`src/rtl/vrf_pkg.sv`:
```
// Shared types and helpers for the vector register file front end:
// vlmul encoding, sequencer states and the per-channel EMUL calculation.
package vrf_pkg;

  localparam int VREG_NUM       = 32;
  localparam int VRF_ADDR_WIDTH = $clog2(VREG_NUM);

  typedef enum logic [2:0] {
    VLMUL_1    = 3'b000,
    VLMUL_2    = 3'b001,
    VLMUL_4    = 3'b010,
    VLMUL_8    = 3'b011,
    VLMUL_RSVD = 3'b100,
    VLMUL_F8   = 3'b101,
    VLMUL_F4   = 3'b110,
    VLMUL_F2   = 3'b111
  } vlmul_e;

  typedef enum logic {
    S_IDLE,
    S_BUSY
  } seq_state_e;

  // log2 of the register-group size; fractional LMUL (and the reserved code)
  // occupy a single register, widening doubles integral groups only.
  function automatic logic [2:0] emul_log2_f(input logic [2:0] vlmul, input logic widen);
    logic [2:0] e;
    if (vlmul[2]) e = 3'd0;
    else          e = {1'b0, vlmul[1:0]} + {2'b00, widen};
    return e;
  endfunction

endpackage

```
`src/rtl/vreg_emul_decode.sv`:
```
// Per-channel EMUL decode and legality check (reserved vlmul, EMUL of 16,
// base register not aligned to its group size).
module vreg_emul_decode
  import vrf_pkg::*;
#(
  parameter int ADDR_WIDTH = VRF_ADDR_WIDTH
) (
  input  logic [2:0]            vlmul,
  input  logic                  widen,
  input  logic [ADDR_WIDTH-1:0] base,
  output logic [2:0]            emul_log2,
  output logic                  illegal
);

  logic [ADDR_WIDTH-1:0] align_mask;

  always_comb begin
    emul_log2  = emul_log2_f(vlmul, widen);
    align_mask = (ADDR_WIDTH'(1) << emul_log2) - ADDR_WIDTH'(1);
    illegal    = (vlmul == VLMUL_RSVD) | (emul_log2 == 3'd4) | (|(base & align_mask));
  end

endmodule

```
`src/rtl/vreg_group_seq.sv`:
```
// Register-group address sequencer: accepts one instruction's channel bases
// and emits one stallable beat per physical register of the widest group.
module vreg_group_seq
  import vrf_pkg::*;
#(
  parameter int ADDR_WIDTH = VRF_ADDR_WIDTH,
  parameter int NUM_CH     = 3
) (
  input  logic                         clk,
  input  logic                         rst_n,
  input  logic                         in_valid,
  output logic                         in_ready,
  input  logic [2:0]                   vlmul,
  input  logic [NUM_CH-1:0]            widen,
  input  logic [NUM_CH*ADDR_WIDTH-1:0] addr_in,
  output logic                         out_valid,
  input  logic                         out_ready,
  output logic [NUM_CH*ADDR_WIDTH-1:0] addr_out,
  output logic                         addr_start,
  output logic                         addr_end,
  output logic                         err,
  output logic                         idle
);

  seq_state_e                         state, state_n;
  logic [3:0]                         k_p1, k_n;
  logic                               err_p1, err_n;
  logic                               load;
  logic [NUM_CH-1:0][ADDR_WIDTH-1:0]  base_p1;
  logic [NUM_CH-1:0]                  shift_p1, shift_n;
  logic [3:0]                         last_p1;
  logic [NUM_CH-1:0][2:0]             emul_log2;
  logic [NUM_CH-1:0]                  ch_illegal;
  logic [2:0]                         emul_max;
  logic                               illegal;
  logic                               busy;
  logic                               accept;

  for (genvar c = 0; c < NUM_CH; c++) begin : g_ch
    vreg_emul_decode #(.ADDR_WIDTH(ADDR_WIDTH)) u_dec (
      .vlmul     (vlmul),
      .widen     (widen[c]),
      .base      (addr_in[c*ADDR_WIDTH +: ADDR_WIDTH]),
      .emul_log2 (emul_log2[c]),
      .illegal   (ch_illegal[c])
    );
  end

  // Stage 0: cross-channel reduction of the decoded instruction
  always_comb begin
    emul_max = 3'd0;
    for (int c = 0; c < NUM_CH; c++) begin
      if (emul_log2[c] > emul_max) emul_max = emul_log2[c];
      // Non-widened sources repeat each register twice against a widened group
      shift_n[c] = (|widen) & ~widen[c] & ~vlmul[2];
    end
    illegal = |ch_illegal;
  end

  assign busy       = (state == S_BUSY);
  assign addr_start = busy & (k_p1 == 4'd0);
  assign addr_end   = busy & (k_p1 == last_p1);
  assign in_ready   = rst_n & (~busy | (out_ready & addr_end));
  assign accept     = in_valid & in_ready;

  always_comb begin
    state_n = state;
    k_n     = k_p1;
    err_n   = 1'b0;
    load    = 1'b0;
    case (state)
      S_IDLE: begin
        if (accept) begin
          if (illegal) err_n = 1'b1;
          else begin
            load    = 1'b1;
            state_n = S_BUSY;
            k_n     = 4'd0;
          end
        end
      end
      S_BUSY: begin
        if (out_ready) begin
          if (k_p1 != last_p1) k_n = k_p1 + 4'd1;
          else if (accept && !illegal) begin
            load = 1'b1;
            k_n  = 4'd0;
          end else begin
            err_n   = accept;
            state_n = S_IDLE;
          end
        end
      end
      default: state_n = S_IDLE;
    endcase
  end

  always_ff @(posedge clk or negedge rst_n) begin
    if (!rst_n) begin
      state  <= S_IDLE;
      k_p1   <= 4'd0;
      err_p1 <= 1'b0;
    end else begin
      state  <= state_n;
      k_p1   <= k_n;
      err_p1 <= err_n;
    end
  end

  // Stage 1: registered group description, only meaningful while busy
  always_ff @(posedge clk) begin
    if (load) begin
      base_p1  <= addr_in;
      shift_p1 <= shift_n;
      last_p1  <= 4'((5'd1 << emul_max) - 5'd1);
    end
  end

  always_comb begin
    addr_out = '0;
    for (int c = 0; c < NUM_CH; c++) begin
      if (busy)
        addr_out[c*ADDR_WIDTH +: ADDR_WIDTH] = base_p1[c] + ADDR_WIDTH'(k_p1 >> shift_p1[c]);
    end
  end

  assign out_valid = busy;
  assign err       = err_p1;
  assign idle      = ~busy & ~err_p1;

endmodule

```
`config.mk`:
```
export PLATFORM = sky130hd
export DESIGN_NAME = vreg_group_seq
export DESIGN_NICKNAME = d
export VERILOG_FILES = /design/src/rtl/vrf_pkg.sv /design/src/rtl/vreg_emul_decode.sv /design/src/rtl/vreg_group_seq.sv
export SDC_FILE = /design/constraint.sdc
export NUM_CORES = 1
export LEC_CHECK = 0
export ABC_AREA = 1
export BUFFER_PORTS_ARGS = -buffer_cell sky130_fd_sc_hd__buf_2
export CAP_MARGIN = 25
export CORE_AREA = 2 2 81 67
export CTS_CLUSTER_SIZE = 16
export DETAILED_ROUTE_END_ITERATION = 12
export DIE_AREA = 0 0 83 69
export PLACE_DENSITY = 0.76
export SYNTH_ARGS = -nofsm -noshare
export SYNTH_HDL_FRONTEND = slang
export SYNTH_SLANG_ARGS = --single-unit
```
`constraint.sdc`:
```
create_clock -name clk -period 2.1 [get_ports clk]
set_input_delay 0.42 -clock clk [delete_from_list [all_inputs] [get_ports clk]]
set_output_delay 0.42 -clock clk [all_outputs]
set_load 0.01 [all_outputs]
```
==> run summary, run 1 <==
### Timing
- setup repair after global routing missed its margin: true
- minimum clock period: 3290 ps
- least setup slack across all paths after layout: -1190 ps
- Final Skew: 3.62 ps
- final hold vios: 0
- pins over their slew limit: 0
- final worst-path cycle share: 1.57
- Peak Freq: 0.304 GHz
- remaining max-slew budget at the tightest pin: 0.778
- setup-violating endpoint count in the final report: 44
- worst hold slack across all endpoints: 332 ps
- slew at the pin with the worst max-slew slack: 331 ps

### Clocking
- clk buf depth: 2
- clock slew at reported path FFs: 90 ps
- H-tree levels: 1
- clock latency on the worst-skew pair: 270 ps
- clock sinks: 28
- TritonCTS clock tree: yes
- total CTS buffers: 3
- CTS root buffer: sky130_fd_sc_hd__clkbuf_8

### Finish
- Layout Area Growth over Synthesis: 65.7%
- Fillers: 270
- utilization after layout: 0.825
- count of nets after finishing: 506
- number of diodes added for antenna fixing: 0
- highest-count cells in the layout ignoring fill and taps: 60 x sky130_fd_sc_hd__buf_4, 50 x sky130_fd_sc_hd__nand2_1, 38 x sky130_fd_sc_hd__inv_1, 38 x sky130_fd_sc_hd__buf_2, 34 x sky130_fd_sc_hd__nor2_1
- share of cells above drive strength 1: 0.533
- most common cell after layout, fill and taps aside: sky130_fd_sc_hd__buf_4

### Critical path
- Worst Setup Path Type: in2reg
- Crit. End Element: flip-flop
- arrival time of data at the critical path endpoint: 3320 ps
- sort of element at the start of the critical path: input port
- required time at the endpoint of the critical path: 2130 ps
- maximum net fanout on the critical path: 4

### Power
- Cell Pwr Density: 903 nW/µm²
- post-layout total power: 0.00367 W
- worst-case vdd ir drop: 0.666 mV
- leakage power figure: 2.01 nW

### Global routing
- largest net degree at the start of global routing: 17
- final global-route overflow total: 0
- global-route wire length before repair: 12.3 mm
- total routing usage reported by global routing: 0.267
- via count of the first global-routing pass: 2710
- initial antenna violation count: 0

### Logic synthesis
- number of cells produced by synthesis: 319
- number of distinct library cell variants in the gate-level netlist after synthesis: 29
- library cell occupying the most area in the post-synthesis netlist: sky130_fd_sc_hd__edfxtp_1
- post-synthesis register bit count: 28
- total standard cell area after synthesis: 2450 µm²
- total nets after synthesis: 376
- synthesized area per cell: 7.68 µm²
- yosys warns: 0
- leading post-synthesis cells by cell area: sky130_fd_sc_hd__edfxtp_1 27%, sky130_fd_sc_hd__ha_1 15%, sky130_fd_sc_hd__nand2_1 11%
- Synth Flop Type: sky130_fd_sc_hd__edfxtp_1
- sequential share of the synthesized area: 0.331
- proportion of netlist area held by the largest area contributor: 0.270
- share of async-settable or async-resettable flops after synthesis: 0.214
- Post-synth EDFFs: 22

### Placement
- global placement routability congestion: 0.872
- post-detailed-placement half-perimeter wirelength: 4.95 mm
- post-placement worst setup slack: -1530 ps
- PortBufs: 45

### Route
- number of search-and-repair iterations in the first detailed-routing pass: 4
- routed wire length on met2: 4.32 mm
- antenna-violating nets left: 0
- via count of the routed design: 2734
- number of design-rule violations left by the first detailed-router iteration: 163
- DRC errors left: 0
- vias per std cell: 5.36
- mean routed wirelength per cell: 16.7 µm
- Routed WL: 8.51 mm
- wire length on met3: 412 µm
- top layer used by detailed routing: met4
- post-route met1 wirelength: 3.32 mm

### Floorplan
- Core Footprint: 4920 µm²
- die width: 83 µm
- Initial Util: 0.498
- Die Footprint: 5730 µm²
- FP Rows: 23
- I/O pin count: 46
- die boundary height: 69 µm

### Run
- # Max-Cap Violations: 0

### Status
- violated checks: setup timing
- run status: finished, violations left

### Worst hold path
- type of the tightest min-delay check: in2reg

[sequential cells by signal, indices dropped and copies added (netlist names)]
| signal | flops |
|---|---|
| last_p1 | 4 |
| out_valid | 1 |
| err | 1 |
| shift_p1 | 3 |
| base_p1 | 15 |
| k_p1 | 4 |
[layout make-up]
cell class	count	area, µm²	share of cell area
Timing Repair Buffer	129	1030	0.255
Inverter	53	215	0.0530
Clock buffer	4	45.0	0.0111
Sequential cell	28	813	0.200
Multi-Input combinational cell	234	1870	0.462
Tap cell	62	77.6	0.0191
[layer usage]
metal / global-route usage / vias to the layer above
met5: 0 / -
met4: 0.171 / 0
met3: 0.0371 / 41
met2: 0.470 / 108
met1: 0.303 / 1299
li1: - / 1286
[what timing repair did]
item,in CTS,in global routing
hold endpoints to repair,6,0
setup buffers,19,17
cloned,2,1
resized for setup,73,75
hold buffers,1,0
pin swaps,51,41
endpoints found under the setup margin,44,45
[synth_stat cells, types with 5 or more instances]
master                     number
sky130_fd_sc_hd__dfrtp_1        6
sky130_fd_sc_hd__o21ai_0       24
sky130_fd_sc_hd__edfxtp_1      22
sky130_fd_sc_hd__nor3_1         5
sky130_fd_sc_hd__nor2_2         6
sky130_fd_sc_hd__nand2_1       72
sky130_fd_sc_hd__nand3_1       13
sky130_fd_sc_hd__nor2_1        42
sky130_fd_sc_hd__ha_1          29
sky130_fd_sc_hd__a21oi_1       11
sky130_fd_sc_hd__inv_1         49
[stage by stage]
step           std cells  setup TNS [ps]  cell area [µm²]
2_1_floorplan        319          -12680             2560
3_3_place_gp         473          -27120             3220
3_5_place_dp         473          -28770             3220
4_1_cts              497          -24350             3690
5_1_grt              510          -36120             4060
6_report             510          -31990             4060
[logic make-up (layout without fill, tap and decap cells)]
| family | Yosys count | count (layout) | synth area share |
|---|---|---|---|
| simple gates | 153 | 153 | 0.282 |
| buf+inv | 57 | 186 | 0.0970 |
| compound gates | 45 | 45 | 0.103 |
| fa+ha+maj | 32 | 32 | 0.173 |
| flops | 28 | 28 | 0.331 |
| xor+xnor | 4 | 4 | 0.0143 |
[power breakdown]
part           internal, W  switching [W]
combinational      0.00124        0.00139
sequential        0.000664      0.0000698
clock             0.000136       0.000161
[worst max-delay path, stage by stage]
cell	delay, ps
sky130_fd_sc_hd__buf_8	100
sky130_fd_sc_hd__ha_4	150
sky130_fd_sc_hd__ha_4	270
sky130_fd_sc_hd__inv_4	40
sky130_fd_sc_hd__nor2_4	110
sky130_fd_sc_hd__inv_2	60
sky130_fd_sc_hd__ha_4	260
sky130_fd_sc_hd__nand3b_1	90
sky130_fd_sc_hd__nand2_2	130
sky130_fd_sc_hd__nand2_4	100
sky130_fd_sc_hd__nand2_4	110
sky130_fd_sc_hd__o21ai_4	80
sky130_fd_sc_hd__ha_4	280
sky130_fd_sc_hd__nand2_4	50
sky130_fd_sc_hd__o21ai_4	170
sky130_fd_sc_hd__nand2_2	130
sky130_fd_sc_hd__o21ai_2	190
sky130_fd_sc_hd__inv_2	70
sky130_fd_sc_hd__nor2_4	130
sky130_fd_sc_hd__nand2_2	80
sky130_fd_sc_hd__ha_4	170
sky130_fd_sc_hd__o21ai_2	50
sky130_fd_sc_hd__nand2_1	70
[final timing paths]
| kind | from | end | slack, ps | cells past startpoint |
|---|---|---|---|---|
| worst max-delay path | vlmul[0] | last_p1[2] | -1190 | 23 |
| worst min-delay path | addr_in[8] | base_p1[8] | 330 | 1 |
| worst max register to register | k_p1[1] | base_p1[4] | -30 | 14 |
| worst min register to register | k_p1[0] | k_p1[0] | 660 | 3 |
| max in group asynchronous | rst_n | k_p1[2] | 1250 | 2 |
| min in group asynchronous | rst_n | out_valid | 590 | 2 |
(Power assumes the default switching activity.)
==> run 2, diff against run 1 <==
- MAX_ROUTING_LAYER: unset -> met4
==> run 2 against run 1 <==
Compared with the run above: the run still ends with setup timing left; sequential share of layout area stayed put; combinational power hardly changed; register-to-register slack about the same; first-iteration DRC count up 10%; hold slack got worse by 1.5 ps; die area stayed put; critical endpoint unchanged; highest routed layer unchanged.
==> run summary, run 2 (same netlist as run 1, synthesis figures left out) <==
### Critical path
- Worst Setup Path Type: in2reg
- required time at the endpoint of the critical path: 2140 ps
- sort of element at the start of the critical path: input port
- arrival time of data at the critical path endpoint: 3330 ps
- maximum net fanout on the critical path: 4
- Crit. End Element: flip-flop

### Finish
- registers with the most flip-flops: base_p1 x15, k_p1 x4, last_p1 x4
- Fillers: 270
- highest-count cells in the layout ignoring fill and taps: 60 x sky130_fd_sc_hd__buf_4, 50 x sky130_fd_sc_hd__nand2_1, 38 x sky130_fd_sc_hd__inv_1, 38 x sky130_fd_sc_hd__buf_2, 34 x sky130_fd_sc_hd__nor2_1
- number of diodes added for antenna fixing: 0
- Layout Area Growth over Synthesis: 65.7%
- post-route cell area: 4060 µm²
- share of cells above drive strength 1: 0.533
- count of nets after finishing: 506
- most common cell after layout, fill and taps aside: sky130_fd_sc_hd__buf_4
- flip-flop count of the largest register after layout: 15
- Biggest register: base_p1

### Status
- violated checks: setup timing
- run status: finished, violations left

### Clocking
- clock latency on the worst-skew pair: 280 ps
- TritonCTS clock tree: yes
- total CTS buffers: 3
- CTS root buffer: sky130_fd_sc_hd__clkbuf_8
- clk buf depth: 2
- H-tree levels: 1
- clock sinks: 28
- clock slew at reported path FFs: 90 ps

### Floorplan
- die width: 83 µm
- I/O pin count: 46
- Initial Util: 0.498
- die boundary height: 69 µm
- FP Rows: 23
- Die Footprint: 5730 µm²
- Core Footprint: 4920 µm²

### Timing
- minimum clock period: 3290 ps
- slew at the pin with the worst max-slew slack: 321 ps
- least setup slack across all paths after layout: -1190 ps
- final hold vios: 0
- Final Skew: 4.23 ps
- setup repair after global routing missed its margin: true
- setup-violating endpoint count in the final report: 44
- Peak Freq: 0.304 GHz
- final worst-path cycle share: 1.57
- pins over their slew limit: 0
- remaining max-slew budget at the tightest pin: 0.785

### Placement
- Area after DPL: 3220 µm²
- PortBufs: 45
- global placement routability congestion: 0.886
- post-detailed-placement half-perimeter wirelength: 4.95 mm
- post-placement worst setup slack: -1530 ps

### Global routing
- total routing usage reported by global routing: 0.275
- initial antenna violation count: 0
- via count of the first global-routing pass: 2706
- global-route wire length before repair: 12.3 mm
- final global-route overflow total: 0
- largest net degree at the start of global routing: 17

### Route
- number of design-rule violations left by the first detailed-router iteration: 180
- via count of the routed design: 2730
- vias per std cell: 5.35
- Routed WL: 8.53 mm
- number of search-and-repair iterations in the first detailed-routing pass: 4
- DRC errors left: 0
- antenna-violating nets left: 0
- mean routed wirelength per cell: 16.7 µm

### Power
- worst-case vdd ir drop: 0.665 mV
- Cell Pwr Density: 904 nW/µm²
- leakage power figure: 2.01 nW

### Worst hold path
- type of the tightest min-delay check: in2reg

### Run
- # Max-Cap Violations: 0

## run 2: path summary, 6_finish.rpt
kind,startpoint,to,slack [ps],cells after the start
worst max register to register,k_p1[1],base_p1[4],-40,14
min in group asynchronous,rst_n,k_p1[3],590,2
worst min-delay path,addr_in[8],base_p1[8],330,1
worst max-delay path,vlmul[0],last_p1[2],-1190,23
worst min register to register,k_p1[0],k_p1[0],670,3
max in group asynchronous,rst_n,k_p1[1],1250,2
## run 2: what timing repair did
action                                  CTS  global route
buffers inserted                         19            17
pin swaps                                51            41
gates resized for setup                  73            75
hold endpoints to repair                  6             0
gates cloned                              2             1
hold buffers                              1             0
endpoints found under the setup margin   44            45
## run 2: power by group
| part | switching (W) | leakage, nW | internal, W |
|---|---|---|---|
| logic | 0.00139 | 1.72 | 0.00124 |
| clock network | 0.000167 | 0.0228 | 0.000136 |
| registers | 0.0000693 | 0.270 | 0.000664 |
| total | 0.00163 | 2.01 | 0.00204 |
## run 2: cell type report
cell class	count	area, µm²	area share
Sequential cell	28	813	0.200
Timing Repair Buffer	129	1030	0.255
Clock buffer	4	45.0	0.0111
Tap cell	62	77.6	0.0191
Multi-Input combinational cell	234	1870	0.462
Inverter	53	215	0.0530
## run 2: through the flow
| step | setup TNS [ps] | util | total power, W | cells | hold slack (ps) |
|---|---|---|---|---|---|
| final | -32020 | 0.825 | 0.00367 | 510 | 331 |
| after global routing | -36010 | 0.825 | 0.00390 | 510 | 330 |
| after CTS | -24350 | 0.749 | 0.00303 | 497 | 334 |
| after detailed placement | -28770 | 0.653 | 0.00244 | 473 | 260 |
| after global placement | -27120 | 0.653 | 0.00238 | 473 | 259 |
| after floorplan | -12680 | - | 0.00179 | 319 | 124 |
## run 2: critical path, cell delays in order
cell and delay, ps:
sky130_fd_sc_hd__buf_8 100, sky130_fd_sc_hd__ha_4 150, sky130_fd_sc_hd__ha_4 270, sky130_fd_sc_hd__inv_4 40, sky130_fd_sc_hd__nor2_4 110, sky130_fd_sc_hd__inv_2 60
sky130_fd_sc_hd__ha_4 260, sky130_fd_sc_hd__nand3b_1 90, sky130_fd_sc_hd__nand2_2 130, sky130_fd_sc_hd__nand2_4 100, sky130_fd_sc_hd__nand2_4 110, sky130_fd_sc_hd__o21ai_4 80
sky130_fd_sc_hd__ha_4 280, sky130_fd_sc_hd__nand2_4 50, sky130_fd_sc_hd__o21ai_4 170, sky130_fd_sc_hd__nand2_2 130, sky130_fd_sc_hd__o21ai_2 190, sky130_fd_sc_hd__inv_2 70
sky130_fd_sc_hd__nor2_4 130, sky130_fd_sc_hd__nand2_2 80, sky130_fd_sc_hd__ha_4 170, sky130_fd_sc_hd__o21ai_2 50, sky130_fd_sc_hd__nand2_1 70
## run 2: per-layer routing
| metal | part of all wire | track usage | vias up |
|---|---|---|---|
| met5 | 0 | - | - |
| met4 | 0.056 | 0.171 | 0 |
| met3 | 0.058 | 0.0371 | 43 |
| met2 | 0.50 | 0.470 | 126 |
| met1 | 0.38 | 0.304 | 1276 |
| li1 | - | - | 1285 |
